$ cat src/rtl/rr_interconnect.sv
// Round-robin interconnect: NUM_M handshake masters share one data path to NUM_S slaves.
// Grants are held for a burst ended by last or the beat limit; unmapped targets are sunk with m_err.
module rr_interconnect #(
  parameter int unsigned NUM_M     = 2,
  parameter int unsigned NUM_S     = 2,
  parameter int unsigned DATA_W    = 8,
  parameter int unsigned ADDR_W    = 8,
  parameter int unsigned MAX_BURST = 16
) (
  input  logic                       clk,
  input  logic                       rst_n,
  input  logic [NUM_M-1:0]           m_valid,
  output logic [NUM_M-1:0]           m_ready,
  input  logic [NUM_M*DATA_W-1:0]    m_data,
  input  logic [NUM_M*ADDR_W-1:0]    m_addr,
  input  logic [NUM_M-1:0]           m_last,
  output logic [NUM_M-1:0]           m_err,
  output logic [NUM_S-1:0]           s_valid,
  input  logic [NUM_S-1:0]           s_ready,
  output logic [DATA_W-1:0]          s_data,
  output logic                       s_last,
  output logic [NUM_M-1:0]           grant,
  output logic [$clog2(NUM_M)-1:0]   grant_id
);

  localparam int unsigned ID_W  = $clog2(NUM_M);
  localparam int unsigned SEL_W = (NUM_S > 2) ? $clog2(NUM_S) : 1;
  localparam int unsigned CNT_W = (MAX_BURST > 2) ? $clog2(MAX_BURST) : 1;
  localparam logic [CNT_W-1:0] LAST_CNT = CNT_W'(MAX_BURST - 1);
  localparam logic [SEL_W:0]   NUM_S_W  = (SEL_W + 1)'(NUM_S);
  localparam logic [ID_W-1:0]  LAST_M   = ID_W'(NUM_M - 1);

  typedef enum logic [1:0] {IDLE, XFER, ERR} state_t;

  state_t             state, state_nxt;
  logic [ID_W-1:0]    ptr, ptr_nxt;
  logic [CNT_W-1:0]   beat_cnt, cnt_nxt;
  logic [SEL_W-1:0]   tgt, tgt_nxt;
  logic [NUM_M-1:0]   grant_nxt;
  logic [ID_W-1:0]    gid_nxt;

  logic [DATA_W-1:0]  data_a [NUM_M];
  logic [SEL_W-1:0]   tgt_a  [NUM_M];
  logic               addr_unused;

  logic               found;
  logic [ID_W-1:0]    sel, idx;
  logic [SEL_W-1:0]   sel_tgt;
  logic               g_valid, g_last, lim, beat;

  // Unpack per-master buses; only the slave-select field of each address is decoded
  for (genvar gi = 0; gi < NUM_M; gi++) begin : g_unpack
    assign data_a[gi] = m_data[gi*DATA_W +: DATA_W];
    assign tgt_a[gi]  = m_addr[gi*ADDR_W + ADDR_W - 1 -: SEL_W];
  end
  assign addr_unused = ^m_addr;

  always_ff @(posedge clk or negedge rst_n) begin
    if (!rst_n) begin
      state    <= IDLE;
      ptr      <= '0;
      beat_cnt <= '0;
      tgt      <= '0;
      grant    <= '0;
      grant_id <= '0;
    end else begin
      state    <= state_nxt;
      ptr      <= ptr_nxt;
      beat_cnt <= cnt_nxt;
      tgt      <= tgt_nxt;
      grant    <= grant_nxt;
      grant_id <= gid_nxt;
    end
  end

  always_comb begin
    state_nxt = state;
    ptr_nxt   = ptr;
    cnt_nxt   = beat_cnt;
    tgt_nxt   = tgt;
    grant_nxt = grant;
    gid_nxt   = grant_id;
    m_ready   = '0;
    m_err     = '0;
    s_valid   = '0;
    s_data    = '0;
    s_last    = 1'b0;
    found     = 1'b0;
    sel       = '0;
    idx       = '0;
    beat      = 1'b0;

    // First requester at or after ptr, circularly
    for (int unsigned i = 0; i < NUM_M; i++) begin
      idx = ID_W'((32'(ptr) + i) % NUM_M);
      if (!found && m_valid[idx]) begin
        found = 1'b1;
        sel   = idx;
      end
    end
    sel_tgt = tgt_a[sel];

    g_valid = m_valid[grant_id];
    g_last  = m_last[grant_id];
    lim     = (beat_cnt == LAST_CNT);

    case (state)
      IDLE: begin
        if (found) begin
          grant_nxt = NUM_M'(1) << sel;
          gid_nxt   = sel;
          tgt_nxt   = sel_tgt;
          cnt_nxt   = '0;
          ptr_nxt   = (sel == LAST_M) ? '0 : sel + ID_W'(1);
          state_nxt = ({1'b0, sel_tgt} < NUM_S_W) ? XFER : ERR;
        end
      end
      XFER: begin
        s_valid[tgt]      = g_valid;
        m_ready[grant_id] = s_ready[tgt];
        s_data            = data_a[grant_id];
        s_last            = g_last | lim;
        beat              = g_valid & s_ready[tgt];
      end
      ERR: begin
        m_ready[grant_id] = g_valid;
        m_err[grant_id]   = g_valid;
        beat              = g_valid;
      end
      default: state_nxt = IDLE;
    endcase

    // Burst ends on last or on the beat limit; the IDLE bubble follows
    if (beat) begin
      if (g_last || lim) begin
        state_nxt = IDLE;
        cnt_nxt   = '0;
        grant_nxt = '0;
        gid_nxt   = '0;
      end else begin
        cnt_nxt = beat_cnt + CNT_W'(1);
      end
    end
  end

endmodule

$ cat config.mk
export PLATFORM = sky130hd
export DESIGN_NAME = rr_interconnect
export DESIGN_NICKNAME = d
export VERILOG_FILES = /design/src/rtl/rr_interconnect.sv
export SDC_FILE = /design/constraint.sdc
export NUM_CORES = 1
export LEC_CHECK = 0
export BUFFER_PORTS_ARGS = -buffer_cell sky130_fd_sc_hd__buf_4
export CORE_UTILIZATION = 37
export CTS_CLUSTER_SIZE = 28
export DETAILED_ROUTE_END_ITERATION = 10
export HOLD_SLACK_MARGIN = 0.12
export PLACE_DENSITY = 0.77
export SETUP_SLACK_MARGIN = 0.3
export SLEW_MARGIN = 20
export SYNTH_ARGS = -nofsm -noshare
export SYNTH_HDL_FRONTEND = slang
export SYNTH_SLANG_ARGS = --single-unit
export TNS_END_PERCENT = 30
$ cat constraint.sdc
create_clock -name clk -period 1.5 [get_ports clk]
set_input_delay 0 -clock clk [delete_from_list [all_inputs] [get_ports clk]]
set_output_delay 0 -clock clk [all_outputs]
set_load 0.01 [all_outputs]
==> impl_metrics.csv, run 1 <==
group,metric,value,unit
status,status,"complete, but fails checks",
status,violations,"setup timing",
cts,cts-root-buf,"clkbuf_4",
die,fp.dieH,49.7,um
sta,clock_skew,0.00478,ns
routing,wl_per_cell,14.2,um
cells_and_area,diodes,0,
sta,setup_ws,-0.0973,ns
worst_setup_path,reg2reg_depth,6,
cells_and_area,final_cell_mix,"buf_4, dfrtp_1, mux2i_1, nor2b_1",
yosys,synth_area_leader_cell,"dfrtp_1",
global_route,grt_max_degree,14,
sta,setup_tns,-0.498,ns
global_route,antenna_found_initial,0,
cts,cts.sinks,11,
worst_setup_path,slowest_delay,0.41,ns
sta,worstMarginPinSlew,0.307,ns
placed_design,hpwl,1.87,mm
yosys,syn_inst,91,
sta,slew_headroom,0.793,
placed_design,port_buffers,43,
cts,cts_tree,"built",
power_and_ir_drop,p_leak,0.754,nW
placed_design,place_congestion,0.805,
worst_setup_path,cp.depth,7,
worst_hold_path,hold_depth,4,
routing,dr.pass1.iters,4,
cts,cts_max_level,1,
worst_setup_path,crit_top_cell,"buf_6",
power_and_ir_drop,peakVddDrop,0.00113,V
sta,hold_violations,0,
die,die_x,49.7,um
routing,drtIter0Drc,13,
cells_and_area,layout_commonest_cell,"buf_4",
die,core_area,2040,um^2
routing,via_per_inst,5.11,
yosys,synth_area_per_cell,9.25,um^2
cts,cts.path.max_buffers,2,
worst_setup_path,critPathMaxFanout,3,
sta,setup_violations,10,
worst_setup_path,cp_slowest_cell,"dfrtp_1",
worst_setup_path,worst-setup-path-type,"reg -> out",
power_and_ir_drop,power,2.30,mW
worst_setup_path,reg2reg_from,"state[0]$_DFF_PN0_",
sta,final.period_utilization,1.06,
cells_and_area,drive_gt1_frac,0.558,
worst_setup_path,crit_path_start_kind,"register",
sta,period_minus_slack,1.60,ns
worst_setup_path,cp_cell_sequence,"buf_6, ha_4, buf_6, and3_4, a31oi_1, nor2b_1, buf_4",
die,die_area,2470,um^2
routing,vias,971,
routing,postRouteAntennaNets,0,
yosys,synth-seq-area-share,0.327,
yosys,yosys_warnings,0,
worst_hold_path,hp-start,"m_valid[0]",
worst_setup_path,critical_path.top_delay_family,"flip-flops",
yosys,syn_area,842,um^2
global_route,grt_pass1_vias,943,
die,pin_count,58,
cells_and_area,synthToLayoutAreaGrowth,81.7,%
worst_setup_path,cp.arrival,1.60,ns
worst_setup_path,worst_setup_path_end_kind,"primary output",
cells_and_area,fin_nets,209,
global_route,grt_overflow,0,
job,cap_viol_max_count,0,
sta,rsz0062_at_grt,"true",
sta,fmax,626,MHz
power_and_ir_drop,power_density,1500,nW/um^2
global_route,grt_use_total,0.220,
yosys,ys_ff_latch,11,
die,rows,16,
cts,clk_latency,0.28,ns
cts,path_clk_slew,0.08,ns
worst_hold_path,min_path_type,"in -> reg",
yosys,synth_cell_types,29,
routing,drc,0,
die,start_util,0.412,
yosys,synthTopCellsByArea,"dfrtp_1, mux2i_1, nor2b_1, ha_1, mux2_4",
worst_setup_path,crit_start,"state[1]$_DFF_PN0_",
cells_and_area,fillers,145,
worst_setup_path,crit_buf_inv,3,
yosys,syn_nets,136,
global_route,grt_pass1_wl,4.15,mm
yosys,synth_top_cell_area_share,0.327,
sta,drv_slew,0,
routing,totalWireLength,2.70,mm
cts,cts_made_buffers,3,
worst_setup_path,worstPathRequired,1.50,ns
## layer usage
layer | routed length [um] | up-vias | part of all wire | GRT usage
li1 | - | 472 | - | -
met1 | 1060 | 447 | 0.39 | 0.253
met2 | 1410 | 39 | 0.52 | 0.385
met3 | 146 | 13 | 0.054 | 0.0432
met4 | 80 | 0 | 0.030 | 0.105
met5 | 0 | - | 0 | 0
## tightest hold or removal path, cell delays in order
cell and delay, ns:
buf_4 0.10, o21ai_2 0.10, nand2_1 0.09, o21ai_1 0.06
## worst paths after layout
| kind | to | slack [ns] |
|---|---|---|
| setup / recovery | m_ready[1] | -0.1 |
| hold / removal | beat_cnt[1]$_DFFE_PN0P_ | 0.11 |
| setup reg to reg | beat_cnt[3]$_DFFE_PN0P_ | -0.09 |
| hold reg to reg | beat_cnt[0]$_DFFE_PN0P_ | 0.52 |
| max in group asynchronous | grant_id$_DFF_PN0_ | 1.18 |
| min in group asynchronous | state[1]$_DFF_PN0_ | 0.16 |
## synth_stat cells
cell	n
a211oi_1	1
a21oi_1	3
a31o_2	1
a31oi_1	1
a31oi_2	1
and3_1	2
buf_2	1
buf_6	1
clkbuf_1	1
dfrtp_1	11
ha_1	5
inv_1	3
mux2_2	1
mux2_4	2
mux2i_1	9
nand2_1	8
nand2b_1	2
nand3_1	5
nand4_1	1
nor2_1	6
nor2b_1	11
nor3b_1	1
o211a_1	1
o211ai_1	1
o211ai_4	1
o21a_1	4
o21ai_0	5
o21ai_1	1
or4_1	1
## registers in the layout, indices dropped and copies added, names as in the netlist
name and count:
tgt 1, state 2, grant_id 1, ptr 1
beat_cnt 4, grant 2
## cells by family (layout without fill, tap and decap cells)
logic type | after synthesis | count (layout) | synth area share
mux | 12 | 12 | 0.156
buf+inv | 6 | 78 | 0.0371
fa+ha+maj | 5 | 5 | 0.0743
compound gates | 20 | 20 | 0.177
flops | 11 | 11 | 0.327
simple gates | 37 | 37 | 0.229
## stage by stage
| stage | hold slack [ns] | instances | utilization | setup WS [ns] | area (um^2) |
|---|---|---|---|---|---|
| 6_report | 0.110 | 190 | 0.749 | -0.0973 | 1530 |
| 5_1_grt | 0.128 | 190 | 0.749 | -0.147 | 1530 |
| 4_1_cts | 0.126 | 189 | 0.739 | -0.0914 | 1510 |
| 3_5_place_dp | -0.157 | 172 | 0.642 | -0.0605 | 1310 |
| 3_3_place_gp | -0.159 | 172 | 0.642 | -0.0297 | 1310 |
| 2_1_floorplan | -0.296 | 91 | - | -0.0807 | 870 |
## power breakdown
group	internal (mW)	switching [mW]	total, mW
sequential	0.397	0.0913	0.488
combinational	0.881	0.712	1.59
clock	0.0990	0.119	0.218
## cell type report
type	count	area, um^2	share of cell area
clock buffers	3	22.5	0.0147
inverters	3	11.3	0.00736
clock inverters	1	5.00	0.00327
well taps	27	33.8	0.0221
repair buffers	71	569	0.372
flip-flops and latches	11	277	0.181
multi-input cells	74	612	0.400
## repair_timing
item	CTS	global route
endpoints found under the setup margin	24	36
pin swaps	6	0
endpoints found under the hold margin	15	0
hold buffers	5	0
resized for setup	17	5
buffers inserted	8	1
Note: power is estimated with default switching activity, not from simulation.
==> run 2: changes to the inputs <==
CORE_UTILIZATION = 38   (was 37)
CTS_BUF_LIST = sky130_fd_sc_hd__clkbuf_8   (was default)
PLACE_DENSITY = 0.79   (was 0.77)
==> run 2 against run 1 <==
  * Sequential power about the same
  * Clock-buffer cell count is the same
  * Via count down 5.7%
  * Worst setup slack worse by 0.0057 ns
  * Cell count fell by 3.2%
  * Sequential share of layout area fell by 0.18 points
  * Register-to-register slack better by 0.10 ns
  * Final area grew 0.98%
  * Critical path type unchanged
  * Fmax fell by 0.35%
  * Critical endpoint unchanged
  * Core utilization up 1.5 points
  * The run still ends with setup timing left
==> impl_metrics.csv, run 2 (synthesis results as in run 1) <==
group,metric,value,unit
status,status,"complete, but fails checks",
status,violations,"setup timing",
cts,cts_tree,"built",
die,die_area,2410,um^2
die,rows,16,
cells_and_area,layout_commonest_cell,"buf_4",
cells_and_area,final_cell_mix,"buf_4, nor2b_1, dfrtp_1, buf_6, mux2i_1",
global_route,antenna_found_initial,0,
cells_and_area,largest_register_ffs,4,
global_route,grt_max_degree,14,
sta,hold_violations,0,
cells_and_area,fillers,146,
sta,setup_ws,-0.103,ns
cts,cts.sinks,11,
die,start_util,0.416,
sta,period_minus_slack,1.60,ns
worst_setup_path,crit_path_start_kind,"register",
global_route,grt_overflow,0,
sta,final.period_utilization,1.07,
global_route,grt_pass1_vias,926,
cells_and_area,final_util,0.764,
placed_design,hpwl,1.84,mm
cells_and_area,design_area,1550,um^2
routing,totalWireLength,2.48,mm
cts,path_clk_slew,0.05,ns
placed_design,placed_area,1310,um^2
cells_and_area,multi_input_area,643,um^2
sta,clock_skew,0.00642,ns
routing,drc,0,
cts,cts_made_buffers,3,
die,fp.dieH,49.1,um
placed_design,port_buffers,43,
sta,setup_violations,2,
worst_setup_path,critPathMaxFanout,4,
cells_and_area,diodes,0,
sta,drv_slew,0,
cts,clk_latency,0.24,ns
die,die_x,49.1,um
worst_setup_path,worst-setup-path-type,"reg -> out",
cells_and_area,regMostFlops,"beat_cnt",
worst_hold_path,min_path_type,"in -> async",
worst_setup_path,reg2reg_from,"state[1]$_DFF_PN0_",
cells_and_area,drive_gt1_frac,0.554,
routing,via_per_inst,4.98,
sta,fmax,624,MHz
cts,cts_max_level,1,
worst_setup_path,worstPathRequired,1.50,ns
sta,rsz0062_at_grt,"true",
cells_and_area,synthToLayoutAreaGrowth,83.5,%
routing,vias,916,
power_and_ir_drop,p_leak,0.755,nW
die,core_area,2020,um^2
power_and_ir_drop,peakVddDrop,0.00139,V
worst_setup_path,crit_start,"state[1]$_DFF_PN0_",
worst_setup_path,cp.arrival,1.60,ns
power_and_ir_drop,power_density,1530,nW/um^2
cells_and_area,fin_nets,203,
die,pin_count,58,
cts,cts-root-buf,"clkbuf_8",
global_route,grt_pass1_wl,3.93,mm
worst_setup_path,worst_setup_path_end_kind,"primary output",
routing,wl_per_cell,13.5,um
sta,slew_headroom,0.749,
cells_and_area,seq_area,277,um^2
global_route,grt_use_total,0.211,
cts,cts.path.max_buffers,2,
sta,holdWs,0.132,ns
sta,worstMarginPinSlew,0.375,ns
routing,postRouteAntennaNets,0,
routing,drtIter0Drc,5,
placed_design,place_congestion,0.764,
cells_and_area,top_regs,"beat_cnt x4, grant x2, state x2",
routing,dr.pass1.iters,6,
job,cap_viol_max_count,0,
power_and_ir_drop,power,2.36,mW
-- run 2: cell types whose count changed in the layout (fill, tap and decap cells not counted), sizes merged --
cell / change
inv: +1
clkinv: -1
buf: -6
-- run 2: per-layer routing --
metal  part of all wire  track usage  vias to the layer above
li1                   -            -                      452
met1               0.40        0.231                      436
met2               0.54        0.393                       24
met3              0.046       0.0561                        4
met4              0.012       0.0588                        0
met5                  0            0                        -
-- run 2: area by class of cell --
type | count | area share
inverters | 3 | 0.00729
clock inverters | 1 | 0.00243
repair buffers | 65 | 0.347
clock buffers | 3 | 0.0267
well taps | 27 | 0.0219
multi-input cells | 74 | 0.416
flip-flops and latches | 11 | 0.179
-- run 2: report_power, final --
part           leakage (nW)  total, mW  internal [mW]  switching (mW)
Combinational         0.590       1.58          0.869           0.709
Sequential            0.138      0.490          0.399          0.0919
Clock                0.0269      0.291          0.180           0.111
Total                 0.755       2.36           1.45           0.912
-- run 2: critical path, stage by stage (launching register included) --
cell,delay [ns]
dfrtp_1,0.40
buf_6,0.13
ha_4,0.17
buf_6,0.11
and3_4,0.17
a31oi_1,0.18
nor2b_1,0.07
buf_4,0.14
-- run 2: worst paths after layout --
path	end	cells after the start	slack (ns)
worst min register to register	ptr$_DFFE_PN0P_	1	0.53
worst min-delay path	tgt$_DFFE_PN0P_	2	0.13
max in group asynchronous	grant_id$_DFF_PN0_	2	1.20
min in group clk	ptr$_DFFE_PN0P_	3	0.14
worst max register to register	beat_cnt[2]$_DFFE_PN0P_	7	0.01
worst max-delay path	m_ready[1]	7	-0.10
-- run 2: stage by stage --
| step | setup TNS (ns) | cells | worst slack [ns] |
|---|---|---|---|
| after floorplan | -0.0807 | 91 | -0.0807 |
| after global placement | -0.0712 | 172 | -0.0216 |
| after detailed placement | -0.182 | 172 | -0.0438 |
| after CTS | -0.263 | 181 | -0.0771 |
| after global routing | -0.422 | 184 | -0.147 |
| final | -0.122 | 184 | -0.103 |
-- run 2: repair_timing --
action / 4_1_cts / 5_1_grt
gates resized for setup: 16 / 13
setup buffers: 1 / 3
pin swaps: 1 / 4
hold endpoints to repair: 14 / 0
setup endpoints to repair: 24 / 25
hold buffers: 4 / 0
